--- src/rtl/grf_pkg.sv ---
// Shared constants and state encoding for the general register file and
// its sequential read-out engine.
package grf_pkg;

  localparam int NREG = 32;
  localparam int AW   = 5;
  localparam int DW   = 32;

  localparam logic [AW-1:0] LAST_ADDR = AW'(NREG - 1);

  typedef enum logic [1:0] {
    IDLE = 2'd0,
    READ = 2'd1,
    SEND = 2'd2,
    DONE = 2'd3
  } scan_state_e;

  // A write makes the dump stale when it lands on a register that has
  // already been captured (address at or below the scan pointer). The
  // register at the pointer counts as captured even on its capture edge,
  // because the GRF write and the capture sample on the same edge and the
  // capture sees the old value. Register 0 is hard-wired and never stale.
  function automatic logic hits_captured(input logic          en,
                                         input logic [AW-1:0] addr,
                                         input logic [AW-1:0] ptr);
    logic hit;
    if (en && (addr != {AW{1'b0}}) && (addr <= ptr)) begin
      hit = 1'b1;
    end else begin
      hit = 1'b0;
    end
    return hit;
  endfunction

endpackage

--- src/rtl/grf_scan_reader.sv ---
// Sequential GRF dump engine: walks addresses 0..NREG-1 through one read
// port, streams (address, data) beats over valid/ready and flags the dump
// stale when a captured register is overwritten mid-scan.
module grf_scan_reader
  import grf_pkg::*;
(
  input  logic          clk,
  input  logic          reset,
  input  logic          start,
  output logic          busy,
  output logic [AW-1:0] rd_addr,
  input  logic [DW-1:0] rd_data,
  input  logic          wr_en,
  input  logic [AW-1:0] wr_addr,
  output logic          out_valid,
  input  logic          out_ready,
  output logic [AW-1:0] out_addr,
  output logic [DW-1:0] out_data,
  output logic          done,
  output logic          stale
);

  scan_state_e   state_r;
  logic [AW-1:0] ptr_r;
  logic          stale_hit_s;

  // The read port address is the scan pointer register itself.
  assign rd_addr = ptr_r;

  // Decode whether this cycle's GRF write lands on an already-captured register.
  always_comb begin
    stale_hit_s = hits_captured(wr_en, wr_addr, ptr_r);
  end

  // Scan FSM with pointer, capture register and registered status outputs.
  always_ff @(posedge clk or posedge reset) begin
    if (reset) begin
      state_r   <= IDLE;
      ptr_r     <= {AW{1'b0}};
      busy      <= 1'b0;
      out_valid <= 1'b0;
      out_addr  <= {AW{1'b0}};
      out_data  <= {DW{1'b0}};
      done      <= 1'b0;
      stale     <= 1'b0;
    end else begin
      case (state_r)
        IDLE: begin
          done <= 1'b0;
          if (start) begin
            ptr_r   <= {AW{1'b0}};
            stale   <= 1'b0;
            busy    <= 1'b1;
            state_r <= READ;
          end else begin
            state_r <= IDLE;
          end
        end

        READ: begin
          // Capture the combinational GRF read for the current pointer.
          out_data  <= rd_data;
          out_addr  <= ptr_r;
          out_valid <= 1'b1;
          state_r   <= SEND;
          if (stale_hit_s) begin
            stale <= 1'b1;
          end else begin
            stale <= stale;
          end
        end

        SEND: begin
          if (stale_hit_s) begin
            stale <= 1'b1;
          end else begin
            stale <= stale;
          end
          if (out_ready) begin
            out_valid <= 1'b0;
            if (ptr_r == LAST_ADDR) begin
              busy    <= 1'b0;
              done    <= 1'b1;
              state_r <= DONE;
            end else begin
              ptr_r   <= ptr_r + {{(AW-1){1'b0}}, 1'b1};
              state_r <= READ;
            end
          end else begin
            state_r <= SEND;
          end
        end

        DONE: begin
          // Single-cycle pulse; start is ignored here and stale is kept.
          done    <= 1'b0;
          state_r <= IDLE;
        end

        default: begin
          busy      <= 1'b0;
          out_valid <= 1'b0;
          done      <= 1'b0;
          state_r   <= IDLE;
        end
      endcase
    end
  end

endmodule

--- config.mk ---
export PLATFORM = sky130hd
export DESIGN_NAME = grf_scan_reader
export DESIGN_NICKNAME = d
export VERILOG_FILES = /design/src/rtl/grf_pkg.sv /design/src/rtl/grf_scan_reader.sv
export SDC_FILE = /design/constraint.sdc
export NUM_CORES = 1
export LEC_CHECK = 0
export ABC_AREA = 1
export CORE_MARGIN = 4
export CORE_UTILIZATION = 42
export DETAILED_ROUTE_END_ITERATION = 6
export PLACE_DENSITY = 0.76
export SYNTH_ARGS = -nofsm -noshare
export SYNTH_HDL_FRONTEND = slang
export SYNTH_SLANG_ARGS = --single-unit
export TNS_END_PERCENT = 20
--- constraint.sdc ---
create_clock -name clk -period 1.9 [get_ports clk]
set_clock_uncertainty 0.2 [all_clocks]
set_input_delay 0.38 -clock clk [delete_from_list [all_inputs] [get_ports clk]]
set_output_delay 0.38 -clock clk [all_outputs]
set_load 0.05 [all_outputs]
### Word level (Yosys, flattened, before mapping)

Index checks and enable logic that the tools add are counted.

* output and inout bits: 46
* bits of input ports: 42
* bits in registers: 48
* logic and storage cells: 55

* order comparisons: 1
* equal/unequal tests: 9
* $add $sub $neg: 1
* reductions and logical operators: 15
* multiplexer cells: 21

Operators by type and width (number)
* $mux 5: 3
* $mux 1: 10
* $pmux 5 s2: 1
* $ne 2x2->1 const B: 4
* $pmux 1 s2: 4
* $pmux 2 s4: 1
* $reduce_and 4->1: 2
* $reduce_bool 2->1: 4
* $reduce_and 3->1: 2
* $add 5x1->5 const B: 1
* $eq 5x5->1 const B: 1
* $le 5x5->1: 1
* $reduce_bool 5->1: 1
* $eq 2x2->1 const B: 2
* $mux 2: 2
* $reduce_or 2->1: 2
* $eq 2x1->1 const B: 1
* $logic_and 1x1->1: 2
* $logic_not 2->1: 1
* $ne 2x1->1 const B: 1
* $reduce_and 2->1: 1

### Depth between registers and ports, before layout

Gate-level depths: netlist (run 1).

* depth in word-level cells: 6
* gate-level depth with buffers: 9
* gate-level depth less buffers: 9

### Worst setup path after synthesis (run 1)

No wires, ideal clock.

* path kind: flip-flop to flip-flop
* start point: reg ptr_r[0] (netlist: rd_addr[0])
* end point: reg ptr_r[1] (netlist: rd_addr[1])
* buffers on the path: 0
* clock period less this slack: 2.041 ns
* setup slack: -0.141 ns
* data arrival time: 1.713 ns
* cell stages (with the launch flop): 10
* required time: 1.573 ns
* cells stage by stage: dfrtp_1 -> ha_1 -> inv_1 -> nor3_1 -> ha_1 -> inv_1 -> nand3_4 -> nand2_1 -> nand3_1 -> o21ai_0

* longest elaborated chain between the ends: 4
* elaborated cells between the ends (all ways): 7
* classes of those cells: 1 x add/sub; 2 x eq/ne; 3 x mux; 1 x reduce/logical

RTL lines
* start: declaration: RTL line grf_scan_reader.sv:24 `logic [AW-1:0] ptr_r;`
* start signal: assignment: RTL line grf_scan_reader.sv:39 `ptr_r <= {AW{1'b0}};`
* start signal: assignment: RTL line grf_scan_reader.sv:51 `ptr_r <= {AW{1'b0}};`
* start signal: assignment: RTL line grf_scan_reader.sv:86 `ptr_r <= ptr_r + {{(AW-1){1'b0}}, 1'b1};`
* $add 5x1->5: RTL line grf_scan_reader.sv:86
* $mux 5: RTL line grf_scan_reader.sv:81 `if (ptr_r == LAST_ADDR) begin`
* $mux 5: RTL line grf_scan_reader.sv:79 `if (out_ready) begin`
* $pmux 5 s2: RTL line grf_scan_reader.sv:47 `case (state_r)`

Parallel ways exist; a longest one is shown, timed or not. The select of a mux whose other input is x is not followed.
A chain may end at the register's enable or synchronous reset.

### Worst setup path after layout (run 1)

* start point: reg ptr_r[1] (netlist: rd_addr[1])
* end point: reg ptr_r[4] (netlist: rd_addr[4])

Same word-level chain as after synthesis.

==> results of run 1 <==
final timing paths:
check                           start  slack (ns)     endpoint
min                             reset        0.23  out_data[9]
max in group asynchronous       reset        0.94   rd_addr[1]
max reg2reg                rd_addr[1]        0.16   rd_addr[4]
max                        rd_addr[1]        0.16   rd_addr[4]
min in group clk                 busy        0.30         busy
min reg2reg                      busy        0.30         busy
layer usage:
| metal | vias to the layer above | share of wire [%] | GRT usage (%) |
|---|---|---|---|
| met2 | 56 | 48 | 25.93 |
| met1 | 734 | 43 | 18.97 |
| met5 | - | 0 | 0 |
| met3 | 2 | 8.4 | 4.875 |
| li1 | 778 | - | - |
| met4 | 0 | 0.36 | 2.577 |
tightest hold or removal path: stages:
cell,delay (ns)
clkdlybuf4s50_1,0.41
inv_2,0.06
buf_4,0.25
cells in the mapped netlist:
master	n	area (um2)
inv_2	1	3.750
ha_1	10	125.1
mux2_2	33	371.6
buf_2	1	5.000
buf_6	4	45.04
nor2_1	11	41.29
clkinv_2	1	5.000
a22oi_1	1	7.510
nand2_2	1	6.260
nand3_1	6	30.03
nand3_4	1	17.52
nand2_1	20	75.07
nor3_1	3	15.01
o21ai_2	2	17.52
inv_1	17	63.81
a21oi_1	8	40.04
dfrtp_1	48	1201
o211ai_1	1	7.510
o21ai_0	7	35.03
or2_1	1	6.260
cell type report:
class                      instances  area, um2  share of cell area, %
inverter                          19      72.57                  2.332
multi-input combinational        105      808.3                  25.98
sequential                        48       1206                  38.76
tap                               67      83.83                  2.694
timing repair buffer              94      833.3                  26.78
clock buffer                       6      72.57                  2.332
clock inverter                     2      35.03                  1.126
where the power goes:
group	internal [W]	switching, W	total (W)
clock network	0.000391	0.000319	0.000710
logic	0.00128	0.00232	0.00359
registers	0.00150	0.000233	0.00173
state kept, by name, indices dropped and copies added (netlist names):
register,count
done,1
state_r,2
rd_addr,5
stale,1
out_data,32
out_valid,1
busy,1
out_addr,5
stage by stage:
| step | TNS, ns | instance area, um2 |
|---|---|---|
| floorplan | 0 | 2125 |
| finish | 0 | 3112 |
| global route | 0 | 3112 |
| CTS | 0 | 3102 |
| global placement | 0 | 2994 |
| detailed placement | -0.02096 | 2994 |
kinds of logic after synthesis:
family	after synthesis	synth area share, %
flops	48	56.67
simple gates	43	9.032
mux	33	17.53
buf+inv	24	5.784
compound gates	19	5.077
fa+ha+maj	10	5.903
==> summary.md, run 1 <==
| Metric | Value |
|---|---|
| Mean Syn Cell Area | 11.97 um2 |
| Status | finished clean |
| Initial antenna violation count | 0 |
| Pre-CTS WS | -0.02096 ns |
| PortBufs | 87 |
| Via Count | 1570 |
| Worst vdd ir | 0.9942 mV |
| Max FO, Critical Path | 7 |
| # nets final | 325 |
| Die W | 79.04 um |
| Area delta synth->final | 46.81% |
| Via-per-instance ratio | 4.604 |
| Hold crit path type | input port to async pin |
| First-pass GRT wire length | 7569 um |
| Clk_lat worst skew | 0.29 ns |
| Final Hold Vio Count | 0 |
| CP peak stage delay | 0.44 ns |
| Count of different cell masters after synthesis | 20 |
| Clock tree root driver cell | clkbuf_8 |
| Setup crit end kind | flip-flop |
| Fillcell total | 445 |
| Worst Setup Path Type | flip-flop to flip-flop |
| Required @ worst endpoint | 1.91 ns |
| Core area | 4817 um2 |
| Critical path buffers and inverters | 2 |
| Final min period | 1.740 ns |
| Synthesized flop and latch total | 48 |
| CTS tree | done |
| Leakage | 1.436 nW |
| Startpoint Class | flip-flop |
| Most frequent cells in the layout | 51 x buf_4, 44 x dfrtp_1, 41 x clkdlybuf4s50_1 |
| Standard-cell rows | 25 |
| Final Non-Filler Cells | 341 |
| Unrepaired setup endpoints after global routing | false |
| Routed wire length | 4409 um |
| Max Clk Rate | 0.5747 GHz |
| Final WS setup | 0.1599 ns |
| Post-DP HPWL | 3478 um |
| Clk sinks | 48 |
| Pwr Total | 0.006029 W |
| Max-slew headroom | 76.27% |
| Drt initial violations | 55 |
| Post-CTS resize count | 0 |
| CTS Hold Buffers Added | 0 |
| Instance count on the critical path | 9 |
| Setup Buffers After CTS | 0 |
| Share of cells above drive strength 1 | 39.78% |
| Most common library cell in the layout ignoring fill and taps | buf_4 |
| # H-tree levels | 2 |
| GPL Wtd Cong | 0.7455 |
| Family with the most delay on the worst path | flip-flops |
| Final setup viols | 0 |
| Final Core Density | 64.60% |
| Die H | 79.04 um |
| Tcrit/Tclk final | 91.58% |
| Cell Area, Synth | 2120 um2 |
| Number of remaining DRC errors | 0 |
| Arrival time at the worst endpoint | 1.75 ns |
| # placed instances | 333 |
| Least-Margin Pin Slew | 0.3559 ns |
| YS warnings | 0 |
| CTS buffer count | 5 |
| Remaining global-route overflow | 0 |
| Gr usage total | 15.13% |
| Drt pass-1 iters | 4 |
| Longest Clk Path Bufs | 2 |
| Sequential-to-total area share from yosys stat | 56.67% |
| Max cap viols | 0 |
| Syn_nets | 229 |
| Num ports | 88 |
| Number of global-route vias before repair | 1666 |
| Post-Syn Instances | 177 |
| Largest net degree at the start of global routing | 29 |
| Initial Utilization | 44.00% |
| Highest-delay cell along the critical path | dfrtp_2 |
| Hold Slack | 0.2325 ns |
| Die area | 6247 um2 |
| Post-route ant nets | 0 |
| Max-slew violation count | 0 |
| Antenna diodes | 0 |
| Cell Chain, Critical Path | ha_1, inv_1, nor3_2, ha_2, inv_2, nand3_4, nand2_2, nand3_1, o21ai_0 |
| Reg2Reg Depth | 9 |
| WL/cell | 12.93 um |
| Clk pin slew, worst setup/hold paths | 0.09 ns |
| PwrDens | 1938 nW/um2 |
Power figures use the tool's default switching activity.
==> inputs of run 2 (changes only) <==
--- a/config.mk
+++ b/config.mk
@@ -6,8 +6,10 @@
 export NUM_CORES = 1
 export LEC_CHECK = 0
 export ABC_AREA = 1
+export CELL_PAD_IN_SITES_DETAIL_PLACEMENT = 0
+export CELL_PAD_IN_SITES_GLOBAL_PLACEMENT = 2
 export CORE_MARGIN = 4
-export CORE_UTILIZATION = 42
+export CORE_UTILIZATION = 26
 export DETAILED_ROUTE_END_ITERATION = 6
 export PLACE_DENSITY = 0.76
 export SYNTH_ARGS = -nofsm -noshare
==> run 2 against run 1 <==
Net effect:
- flip-flop and latch count did not move
- non-clock buffer count is 2 lower
- final cell count up 9.7%
==> summary.md, run 2 (synthesized netlist as in run 1, its figures left out) <==
| Metric | Value |
|---|---|
| Status | finished clean |
| Fillcell total | 802 |
| First-pass GRT wire length | 8245 um |
| Drt initial violations | 46 |
| Post-DP HPWL | 3691 um |
| Max Clk Rate | 0.5817 GHz |
| Tcrit/Tclk final | 90.48% |
| WL/cell | 13.22 um |
| Post-CTS resize count | 0 |
| Fin area | 3166 um2 |
| Most frequent cells in the layout | 47 x buf_4, 44 x dfrtp_1, 41 x clkdlybuf4s50_1 |
| Clk pin slew, worst setup/hold paths | 0.09 ns |
| Initial Utilization | 27.15% |
| Routed wire length | 4946 um |
| DP Area | 3048 um2 |
| Setup Buffers After CTS | 0 |
| Area taken by multi-input logic gates | 808.3 um2 |
| Remaining global-route overflow | 0 |
| Max FO, Critical Path | 7 |
| CTS buffer count | 5 |
| Leakage | 1.434 nW |
| Number of remaining DRC errors | 0 |
| Global-route track usage on met1 | 13.87% |
| Hold crit path type | input port to async pin |
| Clock tree root driver cell | clkbuf_8 |
| CTS Hold Buffers Added | 0 |
| Initial antenna violation count | 0 |
| Standard-cell rows | 32 |
| GRT met3 Usage | 4.000% |
| Arrival time at the worst endpoint | 1.75 ns |
| Most common library cell in the layout ignoring fill and taps | buf_4 |
| Max-slew headroom | 82.42% |
| Largest net degree at the start of global routing | 49 |
| Gr usage total | 10.63% |
| Least-Margin Pin Slew | 0.2637 ns |
| Setup TNS | 0 ns |
| # nets final | 323 |
| Antenna diodes | 0 |
| Via-per-instance ratio | 4.198 |
| Unrepaired setup endpoints after global routing | false |
| Final Hold Vio Count | 0 |
| CTS tree | done |
| Max reg flops | 32 |
| Die area | 9661 um2 |
| Core area | 7807 um2 |
| Met2 Use GR | 16.38% |
| Area delta synth->final | 49.35% |
| Via Count | 1570 |
| Register area | 1206 um2 |
| Top Usage Layer GRT | met2 |
| Post-route ant nets | 0 |
| Die H | 98.29 um |
| Max-slew violation count | 0 |
| Required @ worst endpoint | 1.93 ns |
| Top reg by flops | out_data |
| Setup crit end kind | flip-flop |
| Die W | 98.29 um |
| Startpoint Class | flip-flop |
| Final setup viols | 0 |
| Drt pass-1 iters | 4 |
| Worst vdd ir | 0.5441 mV |
| Max cap viols | 0 |
| PortBufs | 87 |
| PwrDens | 1912 nW/um2 |
| Worst Setup Path Type | flip-flop to flip-flop |
| Longest Clk Path Bufs | 2 |
| Final min period | 1.719 ns |
| Clk_lat worst skew | 0.29 ns |
| Share of cells above drive strength 1 | 39.34% |
| Num ports | 88 |
| Clk sinks | 48 |
| # H-tree levels | 2 |
| Number of global-route vias before repair | 1600 |
| GPL Wtd Cong | 0.6910 |
run 2: cell count changes in the layout (fill, tap and decap cells not counted), sizes merged:
| cell | before | now |
|---|---|---|
| buf | 53 | 51 |
run 2: worst max-delay path, stage by stage, from the launching register on:
cell,delay [ns]
dfrtp_2,0.44
ha_1,0.18
inv_1,0.12
nor3_2,0.05
ha_2,0.20
inv_2,0.09
nand3_4,0.12
o21ai_2,0.13
nand2_1,0.05
nor2_1,0.08
run 2: through the flow:
step	worst slack (ns)	std cells	utilization [%]	hold slack (ns)	total power, W
after CTS	0.05059	374	40.42	0.2493	0.006151
after global routing	0.02333	374	40.54	0.2618	0.006422
after global placement	0.02421	366	39.04	0.2861	0.005374
final	0.1810	374	40.54	0.2561	0.006052
after detailed placement	0.004048	366	39.04	0.2959	0.005401
after floorplan	0.03870	177	-	0.3055	0.004296
run 2: layout make-up:
class                   instances  area share, %
flip-flops and latches         48          38.10
repair buffers                 92          26.64
multi-input cells             105          25.53
well taps                     102          4.032
clock buffers                   6          2.292
inverters                      19          2.292
clock inverters                 2          1.107
run 2: power breakdown:
group          switching (W)  internal (W)  leakage (nW)
combinational        0.00233       0.00126         0.809
sequential          0.000237       0.00150         0.570
clock               0.000338      0.000391        0.0552
run 2: final timing paths:
check,from,to,slack (ns),cells past startpoint
max,rd_addr[1],rd_addr[3],0.18,9
min,reset,out_data[7],0.26,3
max reg2reg,rd_addr[1],rd_addr[3],0.18,9
min reg2reg,busy,busy,0.31,2
max in group asynchronous,reset,rd_addr[3],1.02,3
min in group clk,busy,busy,0.31,2
run 2: routing by layer:
layer	part of all wire, %	up-vias
met5	0	-
met4	1.8	0
met3	7.9	8
met2	45	57
met1	46	729
li1	-	776
==> inputs of run 3 (changes only) <==
--- a/config.mk
+++ b/config.mk
@@ -6,6 +6,7 @@
 export NUM_CORES = 1
 export LEC_CHECK = 0
 export ABC_AREA = 1
+export CAP_MARGIN = 20
 export CELL_PAD_IN_SITES_DETAIL_PLACEMENT = 0
 export CELL_PAD_IN_SITES_GLOBAL_PLACEMENT = 2
 export CORE_MARGIN = 4
==> results of run 3 <==
No change in the layout: final DEF, timing and power equal those of run 2.
